File: src/rtl/ram_bus_master.sv
// Sequencer that turns single-beat read/write requests into timed RAM bus cycles
// (setup, strobe, hold) with registered, mutually exclusive active-low strobes.
module ram_bus_master #(
    parameter int SETUP_CYC  = 1,
    parameter int STROBE_CYC = 2,
    parameter int HOLD_CYC   = 1
) (
    input  logic       bclk,
    input  logic       brst,
    input  logic       req_valid,
    output logic       req_ready,
    input  logic       req_we,
    input  logic [7:0] req_addr,
    input  logic [7:0] req_wdata,
    output logic       rsp_valid,
    output logic [7:0] rsp_rdata,
    output logic [7:0] ABus,
    output logic       bnRD,
    output logic       bnWR,
    output logic [7:0] out244,
    input  logic [7:0] DBus
);

    generate
        if (SETUP_CYC < 1 || SETUP_CYC > 15 ||
            STROBE_CYC < 2 || STROBE_CYC > 15 ||
            HOLD_CYC < 1 || HOLD_CYC > 15) begin : g_param_check
            $error("ram_bus_master: SETUP_CYC/STROBE_CYC/HOLD_CYC out of range");
        end
    endgenerate

    // Counter reload values: each phase lasts (load + 1) cycles.
    localparam logic [3:0] SETUP_LD  = 4'(SETUP_CYC - 1);
    localparam logic [3:0] STROBE_LD = 4'(STROBE_CYC - 1);
    localparam logic [3:0] HOLD_LD   = 4'(HOLD_CYC - 1);

    typedef enum logic [1:0] {
        ST_IDLE   = 2'd0,
        ST_SETUP  = 2'd1,
        ST_STROBE = 2'd2,
        ST_HOLD   = 2'd3
    } state_t;

    state_t     state_q, state_d;
    logic [3:0] cnt_q, cnt_d;
    logic       we_q, we_d;
    logic [7:0] abus_q, abus_d;
    logic [7:0] out244_q, out244_d;
    logic       bnrd_q, bnrd_d;
    logic       bnwr_q, bnwr_d;
    logic       ready_q, ready_d;
    logic       rsp_valid_q, rsp_valid_d;
    logic [7:0] rdata_q, rdata_d;

    // Next-state, counter and datapath logic; strobes are derived from the next state
    // so they leave registers aligned with the phase boundaries.
    always_comb begin
        state_d     = state_q;
        cnt_d       = cnt_q;
        we_d        = we_q;
        abus_d      = abus_q;
        out244_d    = out244_q;
        rdata_d     = rdata_q;
        rsp_valid_d = 1'b0;

        case (state_q)
            ST_IDLE: begin
                if (req_valid) begin
                    state_d = ST_SETUP;
                    cnt_d   = SETUP_LD;
                    we_d    = req_we;
                    abus_d  = req_addr;
                    if (req_we) begin
                        out244_d = req_wdata;
                    end else begin
                        out244_d = out244_q;
                    end
                end else begin
                    state_d = ST_IDLE;
                end
            end
            ST_SETUP: begin
                if (cnt_q == 4'd0) begin
                    state_d = ST_STROBE;
                    cnt_d   = STROBE_LD;
                end else begin
                    cnt_d = cnt_q - 4'd1;
                end
            end
            ST_STROBE: begin
                if (cnt_q == 4'd0) begin
                    state_d = ST_HOLD;
                    cnt_d   = HOLD_LD;
                    // Read data is sampled on the edge that closes the strobe.
                    if (!we_q) begin
                        rdata_d = DBus;
                    end else begin
                        rdata_d = rdata_q;
                    end
                end else begin
                    cnt_d = cnt_q - 4'd1;
                end
            end
            ST_HOLD: begin
                if (cnt_q == 4'd0) begin
                    state_d     = ST_IDLE;
                    cnt_d       = 4'd0;
                    rsp_valid_d = 1'b1;
                end else begin
                    cnt_d = cnt_q - 4'd1;
                end
            end
            default: begin
                state_d = ST_IDLE;
                cnt_d   = 4'd0;
            end
        endcase

        ready_d = (state_d == ST_IDLE);
        bnrd_d  = !((state_d == ST_STROBE) && !we_d);
        bnwr_d  = !((state_d == ST_STROBE) && we_d);
    end

    // State and output registers; reset drops strobes immediately and aborts any transfer.
    always_ff @(posedge bclk or posedge brst) begin
        if (brst) begin
            state_q     <= ST_IDLE;
            cnt_q       <= 4'd0;
            we_q        <= 1'b0;
            abus_q      <= 8'h00;
            out244_q    <= 8'h00;
            bnrd_q      <= 1'b1;
            bnwr_q      <= 1'b1;
            ready_q     <= 1'b1;
            rsp_valid_q <= 1'b0;
            rdata_q     <= 8'h00;
        end else begin
            state_q     <= state_d;
            cnt_q       <= cnt_d;
            we_q        <= we_d;
            abus_q      <= abus_d;
            out244_q    <= out244_d;
            bnrd_q      <= bnrd_d;
            bnwr_q      <= bnwr_d;
            ready_q     <= ready_d;
            rsp_valid_q <= rsp_valid_d;
            rdata_q     <= rdata_d;
        end
    end

    assign req_ready = ready_q;
    assign rsp_valid = rsp_valid_q;
    assign rsp_rdata = rdata_q;
    assign ABus      = abus_q;
    assign bnRD      = bnrd_q;
    assign bnWR      = bnwr_q;
    assign out244    = out244_q;

endmodule

File: config.mk
export PLATFORM = sky130hd
export DESIGN_NAME = ram_bus_master
export DESIGN_NICKNAME = d
export VERILOG_FILES = /design/src/rtl/ram_bus_master.sv
export SDC_FILE = /design/constraint.sdc
export NUM_CORES = 1
export LEC_CHECK = 0
export CORE_UTILIZATION = 65
export CTS_CLUSTER_SIZE = 12
export DETAILED_ROUTE_END_ITERATION = 8
export DONT_BUFFER_PORTS = 1
export PLACE_DENSITY_LB_ADDON = 0.25
export SLEW_MARGIN = 20
export SYNTH_ARGS = -nofsm -noshare
export SYNTH_HDL_FRONTEND = slang
export SYNTH_SLANG_ARGS = --single-unit
File: constraint.sdc
create_clock -name bclk -period 4.15 [get_ports bclk]
set_clock_uncertainty 0.05 [all_clocks]
set_input_delay 0.415 -clock bclk [delete_from_list [all_inputs] [get_ports bclk]]
set_output_delay 0.415 -clock bclk [all_outputs]
set_load 0.05 [all_outputs]
# After elaboration in Yosys (flattened, before gate mapping)
# Cells that the tools add are included.
# totals
ff_bits,35
output_inout_bits,28
word_cells,42
# classes
addsub,1
eq_ne,5
muxes,13
bitwise_logic,1
reduce_logical,12
# ops
operator,count
4-bit 2-to-1 mux,3
4-bit one-hot mux with 3 select lines,1
2-bit one-hot mux with 4 select lines,1
"2-bit == test, second input constant",3
2-bit 2-to-1 mux,3
3-bit AND reduction,2
1-bit 2-to-1 mux,5
2-bit logical NOT,2
4-bit logical NOT,1
"4-bit by 1-bit subtractor with 4-bit output, second input constant",1
1-bit logical NOT,3
"2-bit by 1-bit == test with 1-bit output, second input constant",1
1-bit logical AND,2
"2-bit != test, second input constant",1
2-bit AND reduction,1
2-bit OR reduction,1
1-bit NOT,1

# Depth between registers and ports, before layout
# Gate-level depths: netlist of run 1.
# depth
depth_word,6
ltp_mapped,6

# Worst setup path after synthesis of run 1
# OpenSTA, ideal clock, no wires.
# synth_timing
path_type,flip-flop to flip-flop
from,reg cnt_q[0]
to,reg rdata_q[0] (netlist: rsp_rdata[0])
arrival_ps,1808
required_ps,3975
setup_slack_ps,2167
stages_incl_launch_ff,7
path_buffers,1
path_cell_list,dfrtp_1 > inv_1 > ha_1 > or3b_4 > or3_1 > buf_6 > mux2_4
# synth_between
elab_chain_len,2
# synth_rtl
item,line_no,rtl
start: declaration,45,"logic [3:0] cnt_q, cnt_d;"
start signal: assignment,139,cnt_q <= cnt_d;
4-bit logical NOT,91,if (cnt_q == 4'd0) begin
3-bit AND reduction (no source line),n/a,
end signal: assignment,147,rdata_q <= rdata_d;
end: declaration,53,"logic [7:0] rdata_q, rdata_d;"
# No other way between the ends.
# A chain may end at the register's enable or synchronous reset.

# Worst setup path after layout of run 1
# Ends and elaborated chain as after synthesis.

==> flow_metrics.tcl, run 1 <==
set metrics [dict create \
    run_status "finished clean" \
    routed_wirelength_um 2500 \
    routabilityCongestion 0.778 \
    crit_type "reg2reg" \
    final_max_slew_viol_count 0 \
    wl_per_cell_um 18.8 \
    cts_resized 0 \
    die_w_um 49.7 \
    path_cells "inv_1 -> ha_1 -> or3b_4 -> or3_1 -> mux2_4" \
    fp.dieH_um 49.7 \
    cts_setup_buffers 0 \
    worstMarginPinSlew_ps 589 \
    syn-num-nets 132 \
    cts_sinks 35 \
    ys_seq_area_share_pct 59.6 \
    pin_count 56 \
    drt_iter0_drc 10 \
    rsz0062_at_grt "false" \
    htree_levels 2 \
    synth_ff_type "dfrtp_1" \
    ys_seq_elements 35 \
    max_slew_margin_pct 60.7 \
    cts.hold.buffers_added 0 \
    synthTopCellsByArea "dfrtp_1 (54%), mux2_2 (12%), mux2_4 (8.1%)" \
    remaining_drc_errors 0 \
    dieArea_mm2 0.00247 \
    cts_root_buf "clkbuf_4" \
    viasPerCell 5.98 \
    postSynthAreaPerCell_um2 14.5 \
    syn_area_mm2 0.00148 \
    required_ps 4310 \
    grt_pass1_wl_um 4020 \
    grt.overflow.total 0 \
    arrival_ps 2360 \
    fmax_mhz 455 \
    core_mm2 0.00204 \
    setup_slack_ps 1950 \
    num-nets-final 136 \
    area_growth_pct 5.34 \
    grt_max_degree 36 \
    worst_path_largest_cell_delay_ps 570 \
    hpwlAfterDp_um 1860 \
    setup_viol 0 \
    portBuffers 0 \
    insertion_delay_ps 310 \
    min_period_over_period_pct 52.9 \
    synth_most_common_cell "dfrtp_1" \
    numCtsBuffers 5 \
    fin_crit_ps 2200 \
    slowest_stage "or3_1" \
    ctsLongestPathBuffers 2 \
    antenna_cells 0 \
    drtAntennaViolNets 0 \
    path_max_fanout 8 \
    yosysWarnings 0 \
    num_rows 16 \
    synth_common_cells "dfrtp_1 (32), mux2_2 (16), mux2_4 (8)" \
    path_clk_slew_ps 100 \
    vias 796 \
    drive_gt1_share_pct 36.8 \
    ys_async_sr_fraction_pct 100 \
    synth_top_area_cell "dfrtp_1" \
    worst_setup_path_start_kind "register" \
    start_util_pct 72.3 \
    hold_viol 0 \
    setup_tns_ps 0 \
    dp_slack_ps 1950 \
    track_usage_pct 23.5 \
    grt_pass1_vias 828 \
    synth_top_area_share_pct 54.2 \
    synth_cells 102 \
    antenna_found_initial 0 \
    worstSetupEndpointType "register" \
    hold_class "in2async" \
    synth_edf_count 0 \
    synth.distinct_cells 34 \
    cap_violations 0 \
    cts_tree "yes" \
    firstDrtPassIters 4 \
]
[state kept, by name, indices dropped and copies added, names as in the netlist]
| signal | flops |
|---|---|
| we_q | 1 |
| bnWR | 1 |
| state_q | 2 |
| rsp_valid | 1 |
| req_ready | 1 |
| bnRD | 1 |
| rsp_rdata | 8 |
| out244 | 8 |
| cnt_q | 4 |
| ABus | 8 |
[worst paths after layout]
check	startpoint	endpoint	slack, ps	cells after the start
max reg2reg	cnt_q[0]$_DFFE_PP0P_	rsp_rdata[0]$_DFFE_PP0P_	1950	5
max in group asynchronous	brst	bnRD$_DFF_PP1_	3670	2
min in group bclk	DBus[6]	rsp_rdata[6]$_DFFE_PP0P_	190	1
min reg2reg	we_q$_DFF_PP0_	bnWR$_DFF_PP1_	430	1
min	brst	rsp_rdata[1]$_DFFE_PP0P_	30	2
max	cnt_q[0]$_DFFE_PP0P_	rsp_rdata[0]$_DFFE_PP0P_	1950	5
[through the flow]
stage,hold slack [ps],instance area (um2),utilization (%),instances
final,32.5,1560,76.2,133
after global routing,40.9,1560,76.2,133
after CTS,34.4,1560,76.2,133
after detailed placement,387,1480,72.7,126
after global placement,366,1480,72.7,126
after floorplan,351,1480,-,102
[layout by cell type, fill, tap and decap left out, types with 2 or more instances in the layout]
master,n
a22oi_1,2
and3_1,3
clkbuf_4,5
dfrtp_1,32
dfstp_2,3
ha_1,2
inv_1,4
mux2_2,16
mux2_4,8
nand2_1,4
nand2b_1,3
or3_1,2
[cell families (layout without fill, tap and decap cells)]
logic type      count (synthesis)  after routing  share of synthesized area (%)
flops                          35             35                           59.6
compound gates                  7              7                           3.31
mux                            25             25                           21.0
buf+inv                         8             12                           3.30
xor+xnor                        1              1                          0.593
fa+ha+maj                       2              2                           1.69
simple gates                   24             24                           10.5
[routing by layer]
metal,track usage [%],vias to the layer above,wire length (um)
li1,-,363,-
met1,24.2,391,941
met2,39.6,40,1340
met3,13.9,2,205
met4,7.14,0,10
met5,0,-,0
[worst max-delay path, delay by kind of cell, from the launching register on]
kind / cells / cell delay (ps)
simple gates: 2 / 980
mux: 1 / 380
fa+ha+maj: 1 / 170
flops: 1 / 430
buf+inv: 1 / 100
[final cells by class]
class,instances,area [um2]
clock buffers,6,41.3
clock inverters,1,30.0
fillers,130,487
inverters,4,15.0
multi-input cells,59,548
flip-flops and latches,35,880
well taps,27,33.8
repair buffers,1,7.51
Power of run 1 is not shown: default switching activity piles up to over one toggle a cycle in this logic, so the estimate is an artifact.
==> inputs of run 2 (changes only) <==
--- a/config.mk
+++ b/config.mk
@@ -5,7 +5,7 @@
 export SDC_FILE = /design/constraint.sdc
 export NUM_CORES = 1
 export LEC_CHECK = 0
-export CORE_UTILIZATION = 65
+export CORE_UTILIZATION = 60
 export CTS_CLUSTER_SIZE = 12
 export DETAILED_ROUTE_END_ITERATION = 8
 export DONT_BUFFER_PORTS = 1
==> constraint.sdc (replaced) <==
create_clock -name bclk -period 2.3 [get_ports bclk]
set_clock_uncertainty 0.05 [all_clocks]
set_input_delay 0.23 -clock bclk [delete_from_list [all_inputs] [get_ports bclk]]
set_output_delay 0.23 -clock bclk [all_outputs]
set_load 0.05 [all_outputs]
==> run 2 against run 1 <==
Global-route usage rose by 0.85 points; register-to-register slack got worse by 1700 ps; sequential share of layout area fell by 7.5 points; core utilization rose by 2.7 points; hold slack got worse by 3.8 ps; flip-flop and latch count did not move; count of clock-buffer cells in the layout did not move; final cell count rose by 20%; highest routed layer unchanged; via count rose by 16%.
==> flow_metrics.tcl, run 2 (synthesized netlist as in run 1, its figures left out) <==
set metrics [dict create \
    setup_viol 0 \
    wl_per_cell_um 17.5 \
    ctsLongestPathBuffers 2 \
    hold_end "cnt_q[2]$_DFFE_PP0P_" \
    grt_max_degree 22 \
    numCtsBuffers 5 \
    routed_wirelength_um 2800 \
    area_growth_pct 21.5 \
    cts_root_buf "clkbuf_4" \
    slowest_stage "or3_4" \
    drtAntennaViolNets 0 \
    drt_iter0_drc 10 \
    insertion_delay_ps 330 \
    num-nets-final 161 \
    reg2reg_depth 5 \
    fmax_mhz 480 \
    num_rows 17 \
    dieArea_mm2 0.00266 \
    final_max_slew_viol_count 0 \
    pin_count 56 \
    grt.overflow.total 0 \
    fin_crit_ps 2080 \
    firstDrtPassIters 4 \
    viasPerCell 5.79 \
    path_cells "inv_1 -> ha_1 -> or3b_4 -> or3_4 -> mux2_4" \
    worst_setup_path_start_kind "register" \
    hold_class "in2reg" \
    run_status "finished clean" \
    hold_viol 0 \
    drive_gt1_share_pct 31.1 \
    die_w_um 51.6 \
    rsz0062_at_grt "false" \
    cts_setup_buffers 0 \
    grt_pass1_vias 977 \
    portBuffers 0 \
    track_usage_pct 24.3 \
    hpwlAfterDp_um 1670 \
    mostFrequentLayoutCells "dfrtp_1 (32), dlygate4sd3_1 (25), mux2_2 (16), mux2_4 (8), clkbuf_4 (5)" \
    fp.dieH_um 51.6 \
    remaining_drc_errors 0 \
    vias 926 \
    worst_path_largest_cell_delay_ps 470 \
    antenna_found_initial 0 \
    cts_sinks 35 \
    arrival_ps 2260 \
    core_mm2 0.00228 \
    cap_violations 0 \
    critPathTopFamily "simple AND/OR/NAND/NOR gates" \
    worstMarginPinSlew_ps 604 \
    crit_type "reg2reg" \
    min_period_over_period_pct 90.6 \
    antenna_cells 0 \
    reg2reg_to "rsp_rdata[1]$_DFFE_PP0P_" \
    crit_buf_inv 1 \
    path_clk_slew_ps 100 \
    path_max_fanout 8 \
    hold_path_depth 2 \
    required_ps 2470 \
    r2r_slack_ps 220 \
    layout_commonest_cell "dfrtp_1" \
    worstSetupEndpointType "register" \
    cts_tree "yes" \
    htree_levels 2 \
    routabilityCongestion 0.762 \
    hp-start "req_valid" \
    start_util_pct 64.9 \
    rr_startpoint "cnt_q[0]$_DFFE_PP0P_" \
    grt_pass1_wl_um 4440 \
    max_slew_margin_pct 59.6 \
    setup_tns_ps 0 \
]
[run 2: worst register-to-register path, stage by stage, from the launching register on]
cell,delay (ps)
dfrtp_1,440
inv_1,100
ha_1,170
or3b_4,410
or3_4,470
mux2_4,330
[run 2: through the flow]
stage	util [%]	setup slack (ps)	area, um2	hold slack, ps	instances
2_1_floorplan	-	317	1480	329	102
3_3_place_gp	65.3	166	1490	125	127
6_report	78.8	216	1790	28.7	160
4_1_cts	78.6	60.2	1790	13.8	160
5_1_grt	78.8	137	1790	18.9	160
3_5_place_dp	65.3	71.6	1490	144	127
[run 2: worst max-delay path by stage]
stage                    startpoint                  endpoint  cells past startpoint
3_3_place_gp   cnt_q[0]$_DFFE_PP0P_  rsp_rdata[4]$_DFFE_PP0P_                      5
3_5_place_dp   cnt_q[0]$_DFFE_PP0P_  rsp_rdata[2]$_DFFE_PP0P_                      5
2_1_floorplan  cnt_q[0]$_DFFE_PP0P_  rsp_rdata[0]$_DFFE_PP0P_                      6
6_report       cnt_q[0]$_DFFE_PP0P_  rsp_rdata[1]$_DFFE_PP0P_                      5
5_1_grt        cnt_q[0]$_DFFE_PP0P_  rsp_rdata[0]$_DFFE_PP0P_                      5
4_1_cts        cnt_q[0]$_DFFE_PP0P_  rsp_rdata[2]$_DFFE_PP0P_                      5
[run 2: layout make-up]
cell class | instances | area, um2
clock buffer | 6 | 41.3
sequential | 35 | 880
clock inverter | 2 | 12.5
fill | 130 | 482
inverter | 4 | 15.0
multi-input combinational | 59 | 553
tap | 28 | 35.0
timing repair buffer | 26 | 258
[run 2: per-layer routing]
layer | up-vias | wire length [um] | global-route usage (%) | share of wire, %
met2 | 48 | 1360 | 36.1 | 49
met5 | - | 0 | 0 | 0
met3 | 8 | 215 | 9.36 | 7.7
met1 | 454 | 1140 | 29.2 | 41
met4 | 0 | 85 | 16.2 | 3.0
li1 | 416 | - | - | -
[run 2: timing repair]
action / in CTS / in global routing
hold endpoints to repair: 38 / 0
hold buffers: 25 / 0
setup endpoints to repair: 0 / 8
gates resized for setup: 0 / 1
Power of run 2 is left out for the same reason.
==> inputs of run 3 (changes only) <==
--- a/config.mk
+++ b/config.mk
@@ -5,7 +5,10 @@
 export SDC_FILE = /design/constraint.sdc
 export NUM_CORES = 1
 export LEC_CHECK = 0
-export CORE_UTILIZATION = 60
+export CELL_PAD_IN_SITES_DETAIL_PLACEMENT = 0
+export CELL_PAD_IN_SITES_GLOBAL_PLACEMENT = 1
+export CORE_ASPECT_RATIO = 0.9
+export CORE_UTILIZATION = 48
 export CTS_CLUSTER_SIZE = 12
 export DETAILED_ROUTE_END_ITERATION = 8
 export DONT_BUFFER_PORTS = 1
==> run 3 against run 2 <==
Global-route usage down 7.3 points; sequential share of layout area decreased by 0.51 points; via count fell by 5.1%; hold slack improved by 13 ps; design area grew 1.0%; first-iteration DRC count rose to 3.2 times the previous value; core utilization decreased by 15 points; maximum frequency grew 0.87%; flip-flop and latch count did not move; count of clock-buffer cells in the layout rose by 1.
==> flow_metrics.tcl, run 3 (synthesized netlist as in run 1, its figures left out) <==
set metrics [dict create \
    arrival_ps 2230 \
    htree_levels 2 \
    hold_viol 0 \
    rsz0062_at_grt "false" \
    portBuffers 0 \
    max_slew_margin_pct 60.4 \
    viasPerCell 5.08 \
    firstDrtPassIters 4 \
    antenna_found_initial 0 \
    routed_wirelength_um 2500 \
    path_max_fanout 8 \
    required_ps 2460 \
    die_w_um 60.5 \
    setup_tns_ps 0 \
    grt_pass1_wl_um 3820 \
    start_util_pct 52.0 \
    num_rows 18 \
    r2r_slack_ps 230 \
    area_growth_pct 22.8 \
    cts_sinks 35 \
    num-nets-final 162 \
    drt_iter0_drc 32 \
    hold_class "in2reg" \
    layout_commonest_cell "dfrtp_1" \
    pin_count 56 \
    drtAntennaViolNets 0 \
    grt.overflow.total 0 \
    insertion_delay_ps 330 \
    reg2reg_depth 5 \
    dieArea_mm2 0.00330 \
    antenna_cells 0 \
    fp.dieH_um 54.6 \
    drive_gt1_share_pct 30.8 \
    wl_per_cell_um 14.4 \
    grt_pass1_vias 896 \
    grt_max_degree 15 \
    worstMarginPinSlew_ps 593 \
    cap_violations 0 \
    ctsLongestPathBuffers 2 \
    track_usage_pct 17.0 \
    crit_type "reg2reg" \
    worstSetupEndpointType "register" \
    min_period_over_period_pct 89.8 \
    hpwlAfterDp_um 1680 \
    routabilityCongestion 0.818 \
    hp-start "req_valid" \
    core_mm2 0.00284 \
    vias 879 \
    reg2reg_to "rsp_rdata[2]$_DFFE_PP0P_" \
    fmax_mhz 484 \
    fin_crit_ps 2070 \
    hold_end "cnt_q[1]$_DFFE_PP0P_" \
    worst_setup_path_start_kind "register" \
    remaining_drc_errors 0 \
    cts_root_buf "clkbuf_4" \
    mostFrequentLayoutCells "dfrtp_1 (32), dlygate4sd3_1 (25), mux2_2 (16), mux2_4 (8), clkbuf_4 (5)" \
    run_status "finished clean" \
    setup_viol 0 \
    hold_path_depth 2 \
    numCtsBuffers 5 \
    rr_startpoint "cnt_q[0]$_DFFE_PP0P_" \
    cts_setup_buffers 0 \
    path_clk_slew_ps 90 \
    cts_tree "yes" \
    final_max_slew_viol_count 0 \
]
-- run 3: cell types whose count changed in the layout (fill, tap and decap cells not counted), sizes merged --
cell      before  now
clkinvlp       1    0
buf            1    2
clkbuf         6    7
-- run 3: what timing repair did --
item / 4_1_cts / 5_1_grt
resized for setup: 0 / 1
hold buffers: 25 / 0
hold endpoints to repair: 36 / 0
endpoints found under the setup margin: 0 / 8
-- run 3: per-stage QoR --
| step | hold WS [ps] | utilization [%] | area, um2 | std cells | setup slack [ps] |
|---|---|---|---|---|---|
| 6_report | 41.9 | 63.9 | 1810 | 173 | 234 |
| 5_1_grt | 16.2 | 63.9 | 1810 | 173 | 151 |
| 4_1_cts | 22.1 | 63.7 | 1810 | 173 | 57.2 |
| 3_5_place_dp | 112 | 53.1 | 1510 | 140 | 86.6 |
| 3_3_place_gp | 105 | 53.1 | 1510 | 140 | 162 |
| 2_1_floorplan | 329 | - | 1480 | 102 | 317 |
-- run 3: worst max-delay path: stages, from the launching register on --
cell	delay [ps]
dfrtp_1	420
inv_1	100
ha_1	180
or3b_4	410
or3_4	470
mux2_4	320
-- run 3: worst max-delay path by stage --
| stage | end | from | slack, ps | cells after the start |
|---|---|---|---|---|
| 2_1_floorplan | rsp_rdata[0]$_DFFE_PP0P_ | cnt_q[0]$_DFFE_PP0P_ | 320 | 6 |
| 3_3_place_gp | rsp_rdata[6]$_DFFE_PP0P_ | cnt_q[0]$_DFFE_PP0P_ | 160 | 5 |
| 3_5_place_dp | rsp_rdata[2]$_DFFE_PP0P_ | cnt_q[0]$_DFFE_PP0P_ | 90 | 5 |
| 4_1_cts | rsp_rdata[2]$_DFFE_PP0P_ | cnt_q[0]$_DFFE_PP0P_ | 60 | 5 |
| 5_1_grt | rsp_rdata[2]$_DFFE_PP0P_ | cnt_q[0]$_DFFE_PP0P_ | 150 | 5 |
| 6_report | rsp_rdata[2]$_DFFE_PP0P_ | cnt_q[0]$_DFFE_PP0P_ | 230 | 5 |
-- run 3: area by class of cell --
cell class | count | area, um2
inverters | 4 | 15.0
repair buffers | 27 | 265
clock buffers | 7 | 45.0
flip-flops and latches | 35 | 880
well taps | 40 | 50.0
clock inverters | 1 | 5.00
multi-input cells | 59 | 553
fillers | 237 | 1020
-- run 3: metal layers --
metal / vias to the layer above / part of all wire (%) / track usage (%) / wire [um]
met4: 0 / 3.0 / 11.4 / 74
met5: - / 0 / 0 / 0
met1: 420 / 40 / 18.8 / 996
li1: 414 / - / - / -
met3: 8 / 6.6 / 7.09 / 164
met2: 37 / 51 / 27.1 / 1260
Power of run 3 is left out for the same reason.
